$ cat config.mk
export PLATFORM = sky130hd
export DESIGN_NAME = cmv300_capture_ctrl
export DESIGN_NICKNAME = d
export VERILOG_FILES = /design/src/rtl/cmv300_capture_ctrl.sv
export SDC_FILE = /design/constraint.sdc
export NUM_CORES = 1
export LEC_CHECK = 0
export ABC_AREA = 1
export BUFFER_PORTS_ARGS = -buffer_cell sky130_fd_sc_hd__buf_2
export CORE_MARGIN = 1
export CORE_UTILIZATION = 39
export CTS_CLUSTER_DIAMETER = 200
export DETAILED_ROUTE_END_ITERATION = 6
export GPL_TIMING_DRIVEN = 0
export PLACE_DENSITY = 0.59
export RECOVER_POWER = 25
export SYNTH_ARGS = -nofsm -noshare
export SYNTH_HDL_FRONTEND = slang
export SYNTH_SLANG_ARGS = --single-unit
$ cat constraint.sdc
create_clock -name clk -period 5.19 [get_ports clk]
set_clock_uncertainty 0.05 [all_clocks]
set_input_delay 0.7785 -clock clk [delete_from_list [all_inputs] [get_ports clk]]
set_output_delay 0.7785 -clock clk [all_outputs]
set_load 0.02 [all_outputs]
$ cat src/rtl/cmv300_capture_ctrl.sv
// Frame-capture sequencer for the CMV300 8-bit parallel readout: requests a frame,
// counts pixels/lines/frames and gates sensor pixels into the downstream FIFO.
module cmv300_capture_ctrl #(
    parameter int unsigned LINE_PIXELS = 648,
    parameter int unsigned FRAME_LINES = 488,
    parameter int unsigned REQ_PULSE   = 4,
    parameter int unsigned TIMEOUT     = 65535
) (
    input  logic        clk,
    input  logic        reset,
    input  logic        start,
    input  logic        clr,
    input  logic        line_valid,
    input  logic        data_valid,
    input  logic [7:0]  pix_in,
    input  logic        fifo_full,
    output logic        frame_req,
    output logic        fifo_wr_en,
    output logic [7:0]  fifo_wr_data,
    output logic        busy,
    output logic        done,
    output logic        overflow,
    output logic        line_err,
    output logic        timeout,
    output logic [9:0]  pixel_cnt,
    output logic [9:0]  line_cnt,
    output logic [15:0] frame_cnt,
    output logic [2:0]  state
);

    typedef enum logic [2:0] {
        IDLE      = 3'd0,
        REQ       = 3'd1,
        WAIT_LINE = 3'd2,
        LINE      = 3'd3,
        DONE      = 3'd4,
        ERR       = 3'd5
    } state_t;

    localparam logic [9:0]  PIX_MAX   = 10'(LINE_PIXELS);
    localparam logic [9:0]  LAST_LINE = 10'(FRAME_LINES - 1);
    localparam logic [15:0] REQ_LAST  = 16'(REQ_PULSE - 1);
    localparam logic [15:0] WAIT_LAST = 16'(TIMEOUT - 1);

    state_t      state_q;
    state_t      state_d;
    logic [15:0] req_cnt;
    logic [15:0] wait_cnt;

    logic pix_take;
    logic pix_room;
    logic pix_write;
    logic pix_drop;
    logic pix_extra;
    logic line_end;
    logic short_line;
    logic enter_req;
    logic tmo_hit;

    // WAIT_LINE shares the pixel path so a pixel on the line_valid rising cycle is not lost.
    assign pix_take   = line_valid && data_valid && (state_q == WAIT_LINE || state_q == LINE);
    assign pix_room   = pixel_cnt < PIX_MAX;
    assign pix_write  = pix_take && pix_room && !fifo_full;
    assign pix_drop   = pix_take && pix_room && fifo_full;
    assign pix_extra  = pix_take && !pix_room;
    assign line_end   = (state_q == LINE) && !line_valid;
    assign short_line = line_end && (pixel_cnt != PIX_MAX);
    assign enter_req  = (state_q == IDLE) && start;
    assign tmo_hit    = (state_q == WAIT_LINE) && !line_valid && (wait_cnt == WAIT_LAST);

    always_ff @(posedge clk or posedge reset) begin
        if (reset) begin
            state_q <= IDLE;
        end else begin
            state_q <= state_d;
        end
    end

    always_comb begin
        state_d = state_q;
        case (state_q)
            IDLE:      if (start) state_d = REQ;
            REQ:       if (req_cnt == REQ_LAST) state_d = WAIT_LINE;
            WAIT_LINE: begin
                if (line_valid) begin
                    state_d = LINE;
                end else if (wait_cnt == WAIT_LAST) begin
                    state_d = ERR;
                end
            end
            LINE: begin
                if (!line_valid) begin
                    state_d = (line_cnt == LAST_LINE) ? DONE : WAIT_LINE;
                end
            end
            DONE:      state_d = IDLE;
            ERR:       if (clr) state_d = IDLE;
            default:   state_d = IDLE;
        endcase
    end

    always_comb begin
        busy  = (state_q != IDLE);
        done  = (state_q == DONE);
        state = state_q;
    end

    // frame_req is registered from the next state so it is high exactly while in REQ.
    always_ff @(posedge clk or posedge reset) begin
        if (reset) begin
            req_cnt      <= '0;
            wait_cnt     <= '0;
            frame_req    <= 1'b0;
            fifo_wr_en   <= 1'b0;
            fifo_wr_data <= '0;
            pixel_cnt    <= '0;
            line_cnt     <= '0;
            frame_cnt    <= '0;
        end else begin
            req_cnt    <= (state_q == REQ) ? req_cnt + 16'd1 : 16'd0;
            wait_cnt   <= (state_q == WAIT_LINE) ? wait_cnt + 16'd1 : 16'd0;
            frame_req  <= (state_d == REQ);
            fifo_wr_en <= pix_write;
            if (pix_write) begin
                fifo_wr_data <= pix_in;
            end
            if (enter_req) begin
                pixel_cnt <= '0;
                line_cnt  <= '0;
            end else if (line_end) begin
                pixel_cnt <= '0;
                line_cnt  <= line_cnt + 10'd1;
            end else if (pix_take && pix_room) begin
                pixel_cnt <= pixel_cnt + 10'd1;
            end
            if (state_q == DONE) begin
                frame_cnt <= frame_cnt + 16'd1;
            end
        end
    end

    // Sticky flags: a new set condition wins over clr in the same cycle.
    always_ff @(posedge clk or posedge reset) begin
        if (reset) begin
            overflow <= 1'b0;
            line_err <= 1'b0;
            timeout  <= 1'b0;
        end else begin
            if (pix_drop) begin
                overflow <= 1'b1;
            end else if (clr || enter_req) begin
                overflow <= 1'b0;
            end
            if (pix_extra || short_line) begin
                line_err <= 1'b1;
            end else if (clr || enter_req) begin
                line_err <= 1'b0;
            end
            if (tmo_hit) begin
                timeout <= 1'b1;
            end else if (clr) begin
                timeout <= 1'b0;
            end
        end
    end

endmodule

Yosys cells after proc, flatten, opt, wreduce, memory -nomap -nowiden
Index checks and enable logic that the tools add are counted.
Widths: inputs -> output; s select.
{ "word_totals": {"register_bits": 84, "inputBits": 15, "out_inout_bits": 54, "elab_cells": 72} }
{ "classes": {"add_sub_neg": 5, "n_lt_le_gt_ge": 1, "eq_ne": 10, "muxes": 20, "n_reduce_logical": 24} }
{ "ops": {"columns": ["cell", "n"], "rows": [
  ["$mux 10", 5],
  ["$add 16x1->16 const B", 3],
  ["$mux 16", 2],
  ["$mux 3", 7],
  ["$add 10x1->10 const B", 2],
  ["$eq 16x16->1 const B", 1],
  ["$eq 16x2->1 const B", 1],
  ["$pmux 3 s5", 1],
  ["$logic_and 1x1->1", 11],
  ["$eq 10x9->1 const B", 1],
  ["$lt 10x10->1 const B", 1],
  ["$ne 10x10->1 const B", 1],
  ["$reduce_bool 2->1", 4],
  ["$eq 3x1->1 const B", 2],
  ["$eq 3x2->1 const B", 2],
  ["$eq 3x3->1 const B", 2],
  ["$reduce_bool 3->1", 2],
  ["$mux 1", 5],
  ["$logic_not 1->1", 3],
  ["$logic_not 3->1", 1],
  ["$logic_or 1x1->1", 3]
]} }

Depth between registers and ports, before layout
{ "logic_depth": {"ltp_word": 7, "depth_mapped": 10, "depth_no_buf": 10} }

Worst setup path before layout
OpenSTA, ideal clock, no wires.
{ "synth_timing": {"path_type": "reg-to-output", "startpoint": "reg state_q[1] (netlist: state[1])", "endpoint": "out done", "arrival_ns": 0.951, "setup_slack_ns": 3.410, "path_stages_with_launch": 4, "path_buffers": 0, "path_cell_list": "dfrtp_1 inv_2 nand3_4 inv_1"} }
{ "synth_between": {"elab_chain_len": 1} }
{ "synth_lines": {"columns": ["item", "line", "rtl"], "rows": [
  ["from (decl)", "45", "state_t state_q;"],
  ["from (signal assigned)", "75", "state_q <= state_d;"],
  ["$eq 3x3->1", "104", "done = (state_q == DONE);"],
  ["to (decl)", "21", "output logic done,"]
]} }
No other way between the ends.

Final worst setup path
Ends and elaborated chain as after synthesis.

==> summary.md <==
| Metric | Value |
|---|---|
| Status | finished clean |
| CP arrival | between 1 and 1.5 ns |
| Type of the tightest min-delay check | flip-flop to flip-flop |
| Detailed Route WL | roughly 9.5 mm |
| Cell at the root of the clock tree | clkbuf_8 |
| Transition time at the pin with the least slew margin | roughly 1.4 ns |
| Share of synthesized area occupied by flip-flops and latches | 0.484 |
| Total number of H-tree levels | 3 |
| Synth Register Bits | 84 |
| Height of the die | 107 um |
| Most numerous cell in the Yosys netlist | nand2_1 |
| Register share of total power | 0.448 |
| Total global routing track utilization | 0.174 |
| Count of antenna-violating nets left after detailed routing | 0 |
| Cell variety after synth | 39 |
| Synth Flop Type | dfrtp_1 |
| Biggest cell delay along the critical path | around 0.47 ns |
| Number of cells produced by synthesis | approximately 540 |
| I/O pin total | 69 |
| FMAX | around 0.44 GHz |
| Unrepaired setup endpoints after global routing | no |
| Slew Limit Headroom | 0.0750 |
| Post-Syn Area | between 0.004 and 0.005 sq mm |
| Total clock buffers created by CTS | 9 |
| Clock slew seen by the registers of the worst setup and hold paths | around 0.08 ns |
| Top-area cell type share of the netlist area | 0.484 |
| Clock latency reported for the late side of the worst-skew pair | around 0.36 ns |
| Count of buffers added by post-CTS timing repair for setup | 0 |
| Die X | approximately 110 um |
| Initial core utilization | 0.400 |
| Length of the first detailed-routing pass in iterations | 4 |
| Sink Count | between 80 and 90 |
| Number of antenna violations at the first check in global routing | 0 |
| Core area | 0.0108 sq mm |
| Final Max Tran Viols | 0 |
| Most used cell, CP | inv_1 |
| Per-cell routed wire length | about 12 um |
| Top cell types by occurrence after synthesis | nand2_1 (142), dfrtp_1 (84), nor2_1 (76) |
| Post-DP HPWL | a little under 7 mm |
| CTS tree | built |
| CP Cell Sequence | inv_1, nand3_4, inv_1, buf_2 |
| Sw frac | 0.405 |
| Cell type with the highest aggregate area in the netlist | dfrtp_1 |
| Number of global-route vias before repair | roughly 3,500 |
| Type of the setup path with the least slack | flip-flop to output pin |
| FFs w/ async S/R, synth | 1.00 |
| Overall power after layout | between 0.0015 and 0.002 W |
| CP startpoint kind | flip-flop |
| Setup violation total in the final timing report | 0 |
| Int Power | 0.00110 W |
| Final GP Congestion | approximately 0.84 |
| Global-route wire length before repair | about 16 mm |
| Post-cts resize count | 0 |
| Clk buf depth | 2 |
| Combinational share of power | 0.324 |
| Portion of total power attributed to the clock network | 0.229 |
| Number of maximum-capacitance constraint violations | 0 |
| Critical path peak fanout | 6 |
| Number of I/O port buffers | between 60 and 70 |
| CP delay by family, top | buffers and inverters |
| Initial DRC Count | 196 |
| Nets | roughly 650 |
| CP endpoint kind | output pin |
| Die Area | about 0.012 sq mm |
| Layout cells sized above 1 | 0.189 |
| Overflow after GRT | 0 |
| Top area cells in the synthesized netlist | dfrtp_1 (48%), nand2_1 (12%), nor2_1 (6.6%) |
| IR drop worst, VDD | around 0.13 mV |
| Period Utilization, post-route | 0.436 |
| Via density | a little under 5 |
| Areal power density over the cells | 367 mW/mm^2 |
| Critical path data required time | 4.36 ns |
| Crit path buf inv count | 3 |
| Leakage power of the design | 2.58 nW |
| Total inserted antenna cells | 0 |
| Sw power | around 0.00075 W |
| Warning count from the yosys run | 0 |
| Final TNS setup | 0 ns |
| Number of enable flip-flop cells after synthesis | 0 |
| Number of rows created at floorplan | 38 |
| Maximum number of pins on one net before global-route repair | 57 |
| Count of hold-fix buffers inserted at cts | 0 |
| Total number of vias | approximately 3,700 |
| Remaining design rule violation count | 0 |
| Min cycle time layout | around 2.3 ns |
| Final Hold Violating Endpoints | 0 |
| Mean area per synthesized cell | 7.98 sq um |
| Library cell contributing the largest single delay on the critical path | dfrtp_1 |
| Synthesized netlist net count | around 570 |
| Area added between synthesis and finish | 16.4% |
==> final timing paths <==
| kind | start | to | slack, ns | cells past startpoint |
|---|---|---|---|---|
| worst max-delay path | state[1] | done | 2.93 | 4 |
| worst min-delay path | req_cnt[0] | req_cnt[0] | 0.41 | 1 |
| worst max register to register | line_cnt[0] | frame_req | 3.48 | 9 |
| worst min register to register | req_cnt[0] | req_cnt[0] | 0.41 | 1 |
| max in group asynchronous | reset | state[0] | 3.60 | 3 |
| min in group asynchronous | reset | line_cnt[0] | 0.65 | 2 |
==> power by group through the flow <==
stage | logic [W] | registers [W] | clock network (W)
CTS | 0.000605 | 0.000832 | 0.000446
global route | 0.000675 | 0.000843 | 0.000467
finish | 0.000601 | 0.000830 | 0.000424
floorplan | 0.000329 | 0.000920 | 0
detailed placement | 0.000604 | 0.000844 | 0
global placement | 0.000594 | 0.000839 | 0
==> kinds of logic (layout without fill, tap and decap cells) <==
group                    after synthesis  in the layout  synth area share
AO/OA/AOI/OAI                         59             59            0.0741
XOR/XNOR                              20             20            0.0404
adder cells (fa/ha/maj)                7              7            0.0202
buffers and inverters                 76            160            0.0703
flip-flops                            84             84             0.484
multiplexers                           1              1           0.00231
AND/OR/NAND/NOR                      297            297             0.308
==> per-stage QoR <==
step | instance area, sq um | cells | setup slack, ns | util | hold WS, ns
CTS | 5050 | 768 | 2.95 | 0.466 | 0.351
global route | 5050 | 768 | 2.81 | 0.466 | 0.423
detailed placement | 4880 | 752 | 3.21 | 0.450 | 0.404
floorplan | 4340 | 544 | 2.20 | - | 0.382
finish | 5050 | 768 | 2.93 | 0.466 | 0.411
global placement | 4850 | 751 | 1.08 | 0.447 | 0.398
==> layout make-up <==
cell class              instances  area (sq um)
well taps                     140           175
multi-input cells             384          1930
repair buffers                 68           363
clock inverters                 7          50.0
flip-flops and latches         84          2100
plain buffers                   7          40.0
fillers                      1112          5790
inverters                      69           267
clock buffers                   9           124
==> state kept, by name, indices dropped and copies added (netlist names) <==
name	flops
frame_cnt	16
req_cnt	16
wait_cnt	16
line_cnt	10
pixel_cnt	10
fifo_wr_data	8
state	3
fifo_wr_en	1
frame_req	1
line_err	1
overflow	1
timeout	1
==> cells in the final DEF (no fill, tap or decap), types with 4 or more instances in the layout <==
| master | n |
|---|---|
| nand2_1 | 142 |
| dfrtp_1 | 84 |
| nor2_1 | 76 |
| buf_2 | 72 |
| inv_1 | 61 |
| nand3_1 | 33 |
| o21ai_0 | 18 |
| o21ai_1 | 16 |
| a21oi_1 | 15 |
| nor3_1 | 14 |
| xor2_1 | 14 |
| nand4_1 | 9 |
| clkbuf_8 | 9 |
| ha_1 | 7 |
| nor2_2 | 6 |
| xnor2_1 | 6 |
| inv_2 | 4 |
| nor3b_1 | 4 |
==> metal layers <==
layer / part of all wire / up-vias / global-route usage / wire (um)
li1: - / 1891 / - / -
met4: 0.013 / 0 / 0.0685 / 120
met3: 0.051 / 11 / 0.0351 / 484
met2: 0.48 / 86 / 0.284 / 4500
met1: 0.46 / 1748 / 0.225 / 4350
met5: 0 / - / 0 / 0
Note: power is estimated with default switching activity, not from simulation.
